===== config.mk =====
export PLATFORM = sky130hd
export DESIGN_NAME = core_wb_bridge
export DESIGN_NICKNAME = d
export VERILOG_FILES = /design/src/rtl/core_wb_bridge_pkg.sv /design/src/rtl/core_wb_bridge.sv
export SDC_FILE = /design/constraint.sdc
export NUM_CORES = 1
export LEC_CHECK = 0
export ABC_AREA = 1
export BUFFER_PORTS_ARGS = -buffer_cell sky130_fd_sc_hd__buf_2
export CAP_MARGIN = 15
export CELL_PAD_IN_SITES_DETAIL_PLACEMENT = 0
export CELL_PAD_IN_SITES_GLOBAL_PLACEMENT = 1
export CORE_MARGIN = 4
export CORE_UTILIZATION = 37
export CTS_BUF_LIST = sky130_fd_sc_hd__clkbuf_4
export CTS_CLUSTER_SIZE = 10
export DETAILED_ROUTE_END_ITERATION = 10
export PLACE_DENSITY_LB_ADDON = 0.1
export SYNTH_ARGS = -nofsm -noshare
export SYNTH_HDL_FRONTEND = slang
export SYNTH_SLANG_ARGS = --single-unit

===== constraint.sdc =====
create_clock -name clk_i -period 3.15 [get_ports clk_i]
set_input_delay 0.63 -clock clk_i [delete_from_list [all_inputs] [get_ports clk_i]]
set_output_delay 0.63 -clock clk_i [all_outputs]
set_load 0.05 [all_outputs]

===== src/rtl/core_wb_bridge_pkg.sv =====
// core_wb_bridge_pkg
//   Shared types and constants for the Ibex-to-Wishbone bridge.
//   - bridge_state_e  : FSM states (IDLE, REQ, WAIT)
//   - TO_CNT_W        : width of the bus-timeout watchdog counter
//   - WORD_ALIGN_MASK : clears the byte offset of a core address
package core_wb_bridge_pkg;

    typedef enum logic [1:0] {
        IDLE = 2'd0,  // no transaction; core may be granted
        REQ  = 2'd1,  // strobe presented, waiting for stall to drop
        WAIT = 2'd2   // strobe accepted, waiting for ack/err/timeout
    } bridge_state_e;

    localparam int unsigned TO_CNT_W = 16;

    localparam logic [31:0] WORD_ALIGN_MASK = 32'hFFFF_FFFC;

endpackage : core_wb_bridge_pkg


===== src/rtl/core_wb_bridge.sv =====
// core_wb_bridge
//   Converts the Ibex data-side req/gnt/rvalid protocol into a single
//   Wishbone B4 pipelined master port. One transaction is in flight at a
//   time; a watchdog turns a missing ack/err into an error response.
//
// Parameters
//   TIMEOUT_CYCLES : cycles from grant until a missing ack/err becomes an
//                    error response (2..65535, 0 disables the watchdog).
//
// Ports
//   clk_i, rst_i          : clock, synchronous active-high reset
//   data_req_i/gnt_o      : core request / combinational grant
//   data_rvalid_o         : registered one-cycle response pulse
//   data_we_i/be_i/addr_i/wdata_i : core request payload
//   data_rdata_o/err_o    : response payload, valid with rvalid
//   wb_cyc_o/stb_o/we_o   : Wishbone cycle, strobe, write enable
//   wb_addr_o/sel_o/data_o: Wishbone address, byte selects, write data
//   wb_data_i             : Wishbone read data
//   wb_ack_i/err_i/stall_i: Wishbone responses
module core_wb_bridge
    import core_wb_bridge_pkg::*;
#(
    parameter int unsigned TIMEOUT_CYCLES = 255
) (
    input  logic        clk_i,
    input  logic        rst_i,

    input  logic        data_req_i,
    output logic        data_gnt_o,
    output logic        data_rvalid_o,
    input  logic        data_we_i,
    input  logic [3:0]  data_be_i,
    input  logic [31:0] data_addr_i,
    input  logic [31:0] data_wdata_i,
    output logic [31:0] data_rdata_o,
    output logic        data_err_o,

    output logic        wb_cyc_o,
    output logic        wb_stb_o,
    output logic        wb_we_o,
    output logic [31:0] wb_addr_o,
    output logic [3:0]  wb_sel_o,
    output logic [31:0] wb_data_o,
    input  logic [31:0] wb_data_i,
    input  logic        wb_ack_i,
    input  logic        wb_err_i,
    input  logic        wb_stall_i
);

    // Watchdog fires when the counter sits at TIMEOUT_CYCLES-1; guarded so a
    // zero parameter does not underflow.
    localparam bit                  TO_EN   = (TIMEOUT_CYCLES != 0);
    localparam logic [TO_CNT_W-1:0] TO_LAST = TO_EN ? TO_CNT_W'(TIMEOUT_CYCLES - 1)
                                                    : '0;

    bridge_state_e       state_q,  state_d;
    logic                we_q,     we_d;
    logic [3:0]          be_q,     be_d;
    logic [31:0]         addr_q,   addr_d;
    logic [31:0]         wdata_q,  wdata_d;
    logic [TO_CNT_W-1:0] cnt_q,    cnt_d;
    logic                rvalid_q, rvalid_d;
    logic [31:0]         rdata_q,  rdata_d;
    logic                err_q,    err_d;

    logic gnt;
    logic timeout;
    logic [TO_CNT_W-1:0] cnt_inc;

    assign timeout = TO_EN && (cnt_q == TO_LAST);
    // Saturating increment so a disabled watchdog never wraps.
    assign cnt_inc = (cnt_q == '1) ? cnt_q : cnt_q + TO_CNT_W'(1);

    always_comb begin
        // NOTE: every signal gets a default before the case so no path
        // leaves one unassigned, which would infer a latch.
        state_d  = state_q;
        we_d     = we_q;
        be_d     = be_q;
        addr_d   = addr_q;
        wdata_d  = wdata_q;
        cnt_d    = cnt_q;
        rvalid_d = 1'b0;
        rdata_d  = rdata_q;
        err_d    = err_q;
        gnt      = 1'b0;

        unique case (state_q)
            IDLE: begin
                gnt = data_req_i;
                if (data_req_i) begin
                    we_d    = data_we_i;
                    be_d    = data_be_i;
                    addr_d  = data_addr_i & WORD_ALIGN_MASK;
                    wdata_d = data_wdata_i;
                    cnt_d   = '0;
                    state_d = REQ;
                end
            end

            REQ: begin
                // ack/err are not meaningful before the strobe is accepted.
                cnt_d = cnt_inc;
                if (timeout) begin
                    rvalid_d = 1'b1;
                    rdata_d  = '0;
                    err_d    = 1'b1;
                    state_d  = IDLE;
                end else if (!wb_stall_i) begin
                    state_d = WAIT;
                end
            end

            WAIT: begin
                cnt_d = cnt_inc;
                if (wb_ack_i || wb_err_i) begin
                    rvalid_d = 1'b1;
                    rdata_d  = we_q ? 32'h0 : wb_data_i;
                    // ack wins over a simultaneous err.
                    err_d    = wb_err_i & ~wb_ack_i;
                    state_d  = IDLE;
                end else if (timeout) begin
                    rvalid_d = 1'b1;
                    rdata_d  = '0;
                    err_d    = 1'b1;
                    state_d  = IDLE;
                end
            end

            default: state_d = IDLE;
        endcase
    end

    // NOTE: sequential state uses non-blocking assignments so all flops
    // update together from values sampled at the same edge.
    always_ff @(posedge clk_i) begin
        if (rst_i) begin
            // Reset also clears the payload latches because they drive the
            // Wishbone outputs directly and must read 0 out of reset.
            state_q  <= IDLE;
            we_q     <= 1'b0;
            be_q     <= '0;
            addr_q   <= '0;
            wdata_q  <= '0;
            cnt_q    <= '0;
            rvalid_q <= 1'b0;
            rdata_q  <= '0;
            err_q    <= 1'b0;
        end else begin
            state_q  <= state_d;
            we_q     <= we_d;
            be_q     <= be_d;
            addr_q   <= addr_d;
            wdata_q  <= wdata_d;
            cnt_q    <= cnt_d;
            rvalid_q <= rvalid_d;
            rdata_q  <= rdata_d;
            err_q    <= err_d;
        end
    end

    // Grant is combinational but must not escape while reset is asserted.
    assign data_gnt_o    = gnt & ~rst_i;
    assign data_rvalid_o = rvalid_q;
    assign data_rdata_o  = rdata_q;
    assign data_err_o    = err_q;

    assign wb_cyc_o  = (state_q != IDLE);
    assign wb_stb_o  = (state_q == REQ);
    assign wb_we_o   = we_q;
    assign wb_addr_o = addr_q;
    assign wb_sel_o  = be_q;
    assign wb_data_o = wdata_q;

endmodule : core_wb_bridge


==> flow_summary_export.csv <==
group,metric,value,unit
synthesis,synth_common_cells,"165 x nor2_1, 119 x dfxtp_1, 70 x o21ai_0, 69 x nand2_1, 57 x nand3_1",
layout,instances_no_fill,1046,
sta,period_needed,2.75,ns
power_and_ir_drop,power.leakage,2.99,nW
worst_setup_path,critPathMaxFanout,34,
grt,grt_pass1_vias,4715,
sta,slew_viol_final,0,
clock_tree,clock_latency,0.53,ns
synthesis,synth-edff-count,0,
grt,grt.total_usage,18.4,%
worst_setup_path,cp.required,2.52,ns
clock_tree,hold_buffers,0,
layout,multiInputGateArea,2420,um2
worst_setup_path,r2r_slack,0.90,ns
synthesis,ys_seq_area_share,46.6,%
power_and_ir_drop,power.total,5.68,mW
sta,tns,0,ns
worst_setup_path,cpPeakStageDelay,0.34,ns
clock_tree,cts_max_level,4,
worst_setup_path,slowest_stage,"dfxtp_1",
synthesis,avgSynthCellArea,7.68,um2
grt,grt_start_max_net_pins,71,
worst_setup_path,path_cells,"inv_1 > ha_1 > nand2_2 > nor2_1 > buf_2",
synthesis,synth-compound-area-share,14.5,%
status,outcome,"finished clean",
worst_setup_path,crit_arrival,2.12,ns
synthesis,muxShareOfSynthArea,0,%
power_and_ir_drop,internal-power,2.85,mW
power_and_ir_drop,pwr-share-clk,16.6,%
layout,fin_nets,971,
sta,setup_viol,0,
synthesis,ys_types,38,
worst_hold_path,min_path_cells,3,
layout,layout-drive-gt1-share,37.0,%
sta,slew_headroom,58.2,%
power_and_ir_drop,seqPwrFrac,35.0,%
drt,viasPerCell,4.69,
synthesis,synthXorXnorAreaFrac,0.685,%
sta,rsz0062_at_grt,"false",
worst_setup_path,r2r-start,"state_q[0]",
grt,grt-ovfl-total,0,
clock_tree,cts_buffer_depth,2,
floorplan,die_x,126,um
worst_setup_path,crit_type,"reg -> out",
synthesis,yosys-top-cells-area,"dfxtp_1 47%, nor2_1 12%, o21ai_0 6.8%, nand3_1 5.6%, a21oi_2 5.1%",
power_and_ir_drop,swShare,49.9,%
clock_tree,numCtsBuffers,17,
worst_hold_path,hold_start,"wb_data_i[20]",
synthesis,synth_adder_area_share,1.47,%
grt,grt_pass1_wl,23.6,mm
synthesis,async_reset_ff_share,0,%
clock_tree,clock_tree.root_cell,"clkbuf_4",
placement,place_inst,1015,
worst_setup_path,r2r-end,"cnt_q[2]",
clock_tree,cts_resized,0,
synthesis,synth-simple-area-share,30.5,%
worst_setup_path,cp-end-kind,"output pin",
drt,vias,4909,
drt,drtIter0Drc,203,
floorplan,start_util,38.2,%
clock_tree,cts_tree,"yes",
flow_run,drv_cap,0,
layout,area_delta_synth_final,26.6,%
worst_setup_path,start_kind,"flop",
floorplan,fp.coreArea,13400,um2
drt,routed_wl,14.4,mm
synthesis,synth_cells,666,
layout,fillers,1412,
placement,io_buffers,208,
layout,seq_area,2380,um2
clock_tree,cts_setup_buffers,0,
placement,dpl.hpwl,10.3,mm
worst_hold_path,worstHoldEndpoint,"data_rdata_o[20]",
worst_setup_path,cp_top_family,"simple AND/OR/NAND/NOR gates",
drt,firstDrtPassIters,4,
drt,detail_route.wl_per_cell,13.7,um
power_and_ir_drop,pwr-share-comb,48.4,%
sta,fin_crit_sh,87.4,%
worst_setup_path,crit_buf_inv,2,
synthesis,yosysTopAreaCell,"dfxtp_1",
sta,fmax,363,MHz
floorplan,die_h,126,um
layout,diodes,0,
synthesis,yosys_register_bits,119,
synthesis,ys.flop_type,"dfxtp_1",
power_and_ir_drop,pwr_density_cell,877,nW/um2
clock_tree,clk_pin_slew,0.11,ns
power_and_ir_drop,max-vdd-ir-drop,510,uV
synthesis,synth_top_area_share,46.6,%
placement,gp_congestion,0.818,
synthesis,synth_top_family_by_area,"simple AND/OR/NAND/NOR gates",
floorplan,die_area,15800,um2
power_and_ir_drop,switchingPower,2.84,mW
drt,antenna_left,0,
floorplan,rows,42,
sta,tightest_slew,0.626,ns
sta,timing.final.hold_violations,0,
sta,fin_skew,0.0145,ns
worst_hold_path,worstHoldPathType,"in -> reg",
clock_tree,cts_sinks,119,
synthesis,yosys_warnings,0,
worst_setup_path,rr_worst_depth,7,
floorplan,io_pins,213,
synthesis,netlist_area,5120,um2
synthesis,yosysMostFrequentCell,"nor2_1",
grt,grt_antenna_before_repair,1,
drt,drc,0,
==> logic make-up (layout without fill, tap and decap cells) <==
logic type	after synthesis	in the layout
flip-flops	119	119
other	1	2
buffers and inverters	71	274
AO/OA/AOI/OAI	121	121
adder cells (fa/ha/maj)	6	6
XOR/XNOR	4	4
AND/OR/NAND/NOR	344	344
==> sequential cells by signal (all words and copies together), names as in the netlist <==
| signal | count |
|---|---|
| wb_data_o | 32 |
| data_rdata_o | 32 |
| wb_addr_o | 30 |
| wb_sel_o | 4 |
| state_q | 2 |
| data_rvalid_o | 1 |
| wb_we_o | 1 |
| data_err_o | 1 |
| cnt_q | 16 |
==> worst max-delay path by stage <==
stage                     startpoint         end  slack, ns  cells after the start
after CTS                 state_q[0]  data_gnt_o       0.29                      5
after global placement    data_req_i  data_gnt_o       0.84                      4
after detailed placement  data_req_i  data_gnt_o       0.83                      4
final                     state_q[0]  data_gnt_o       0.40                      5
after floorplan                rst_i  data_gnt_o       0.83                      3
after global routing      state_q[0]  data_gnt_o       0.22                      5
==> layout make-up <==
| class | instances | share of cell area (%) |
|---|---|---|
| Multi-Input combinational cell | 477 | 37.4 |
| Tap cell | 176 | 3.40 |
| Timing Repair Buffer | 214 | 17.1 |
| Sequential cell | 119 | 36.8 |
| Clock inverter | 12 | 1.35 |
| Clock buffer | 19 | 2.20 |
| Inverter | 29 | 1.70 |
==> through the flow <==
stage,hold WS [ns],util [%],worst slack (ns),cell area [um2]
2_1_floorplan,0.471,-,0.830,5120
3_3_place_gp,0.453,46.6,0.844,6250
3_5_place_dp,0.468,46.6,0.834,6250
4_1_cts,0.287,48.3,0.289,6480
5_1_grt,0.280,48.3,0.219,6480
6_report,0.339,48.3,0.397,6480
==> cells in the final DEF (no fill, tap or decap), drive strengths merged, types with 6 or more instances in the layout <==
cell	instances
inv	26
nor2	171
o21ai	73
dfxtp	119
buf	214
clkinv	13
a21oi	42
nand3	59
ha	6
nand2	103
nand4	7
clkbuf	19
==> metal layers <==
| layer | GRT usage [%] | routed length (um) | up-vias | share of wire (%) |
|---|---|---|---|---|
| met5 | 0 | 19 | - | 0.13 |
| met4 | 5.29 | 161 | 2 | 1.1 |
| met3 | 8.32 | 1370 | 16 | 9.5 |
| met2 | 30.5 | 7050 | 149 | 49 |
| met1 | 21.5 | 5770 | 2206 | 40 |
| li1 | - | - | 2536 | - |
==> power groups by stage <==
stage | sequential, mW | clock (mW) | combinational [mW]
CTS | 1.99 | 0.993 | 2.78
detailed placement | 2.02 | 0 | 2.78
finish | 1.99 | 0.946 | 2.75
floorplan | 3.08 | 0 | 1.06
global route | 2.04 | 1.07 | 2.98
global placement | 2.01 | 0 | 2.76
==> worst min-delay path, delay by kind of cell <==
| kind | cells | cell delay (ns) |
|---|---|---|
| buf+inv | 1 | 0.10 |
| simple gates | 1 | 0.06 |
| compound gates | 1 | 0.05 |
Note: power is estimated with default switching activity, not from simulation.
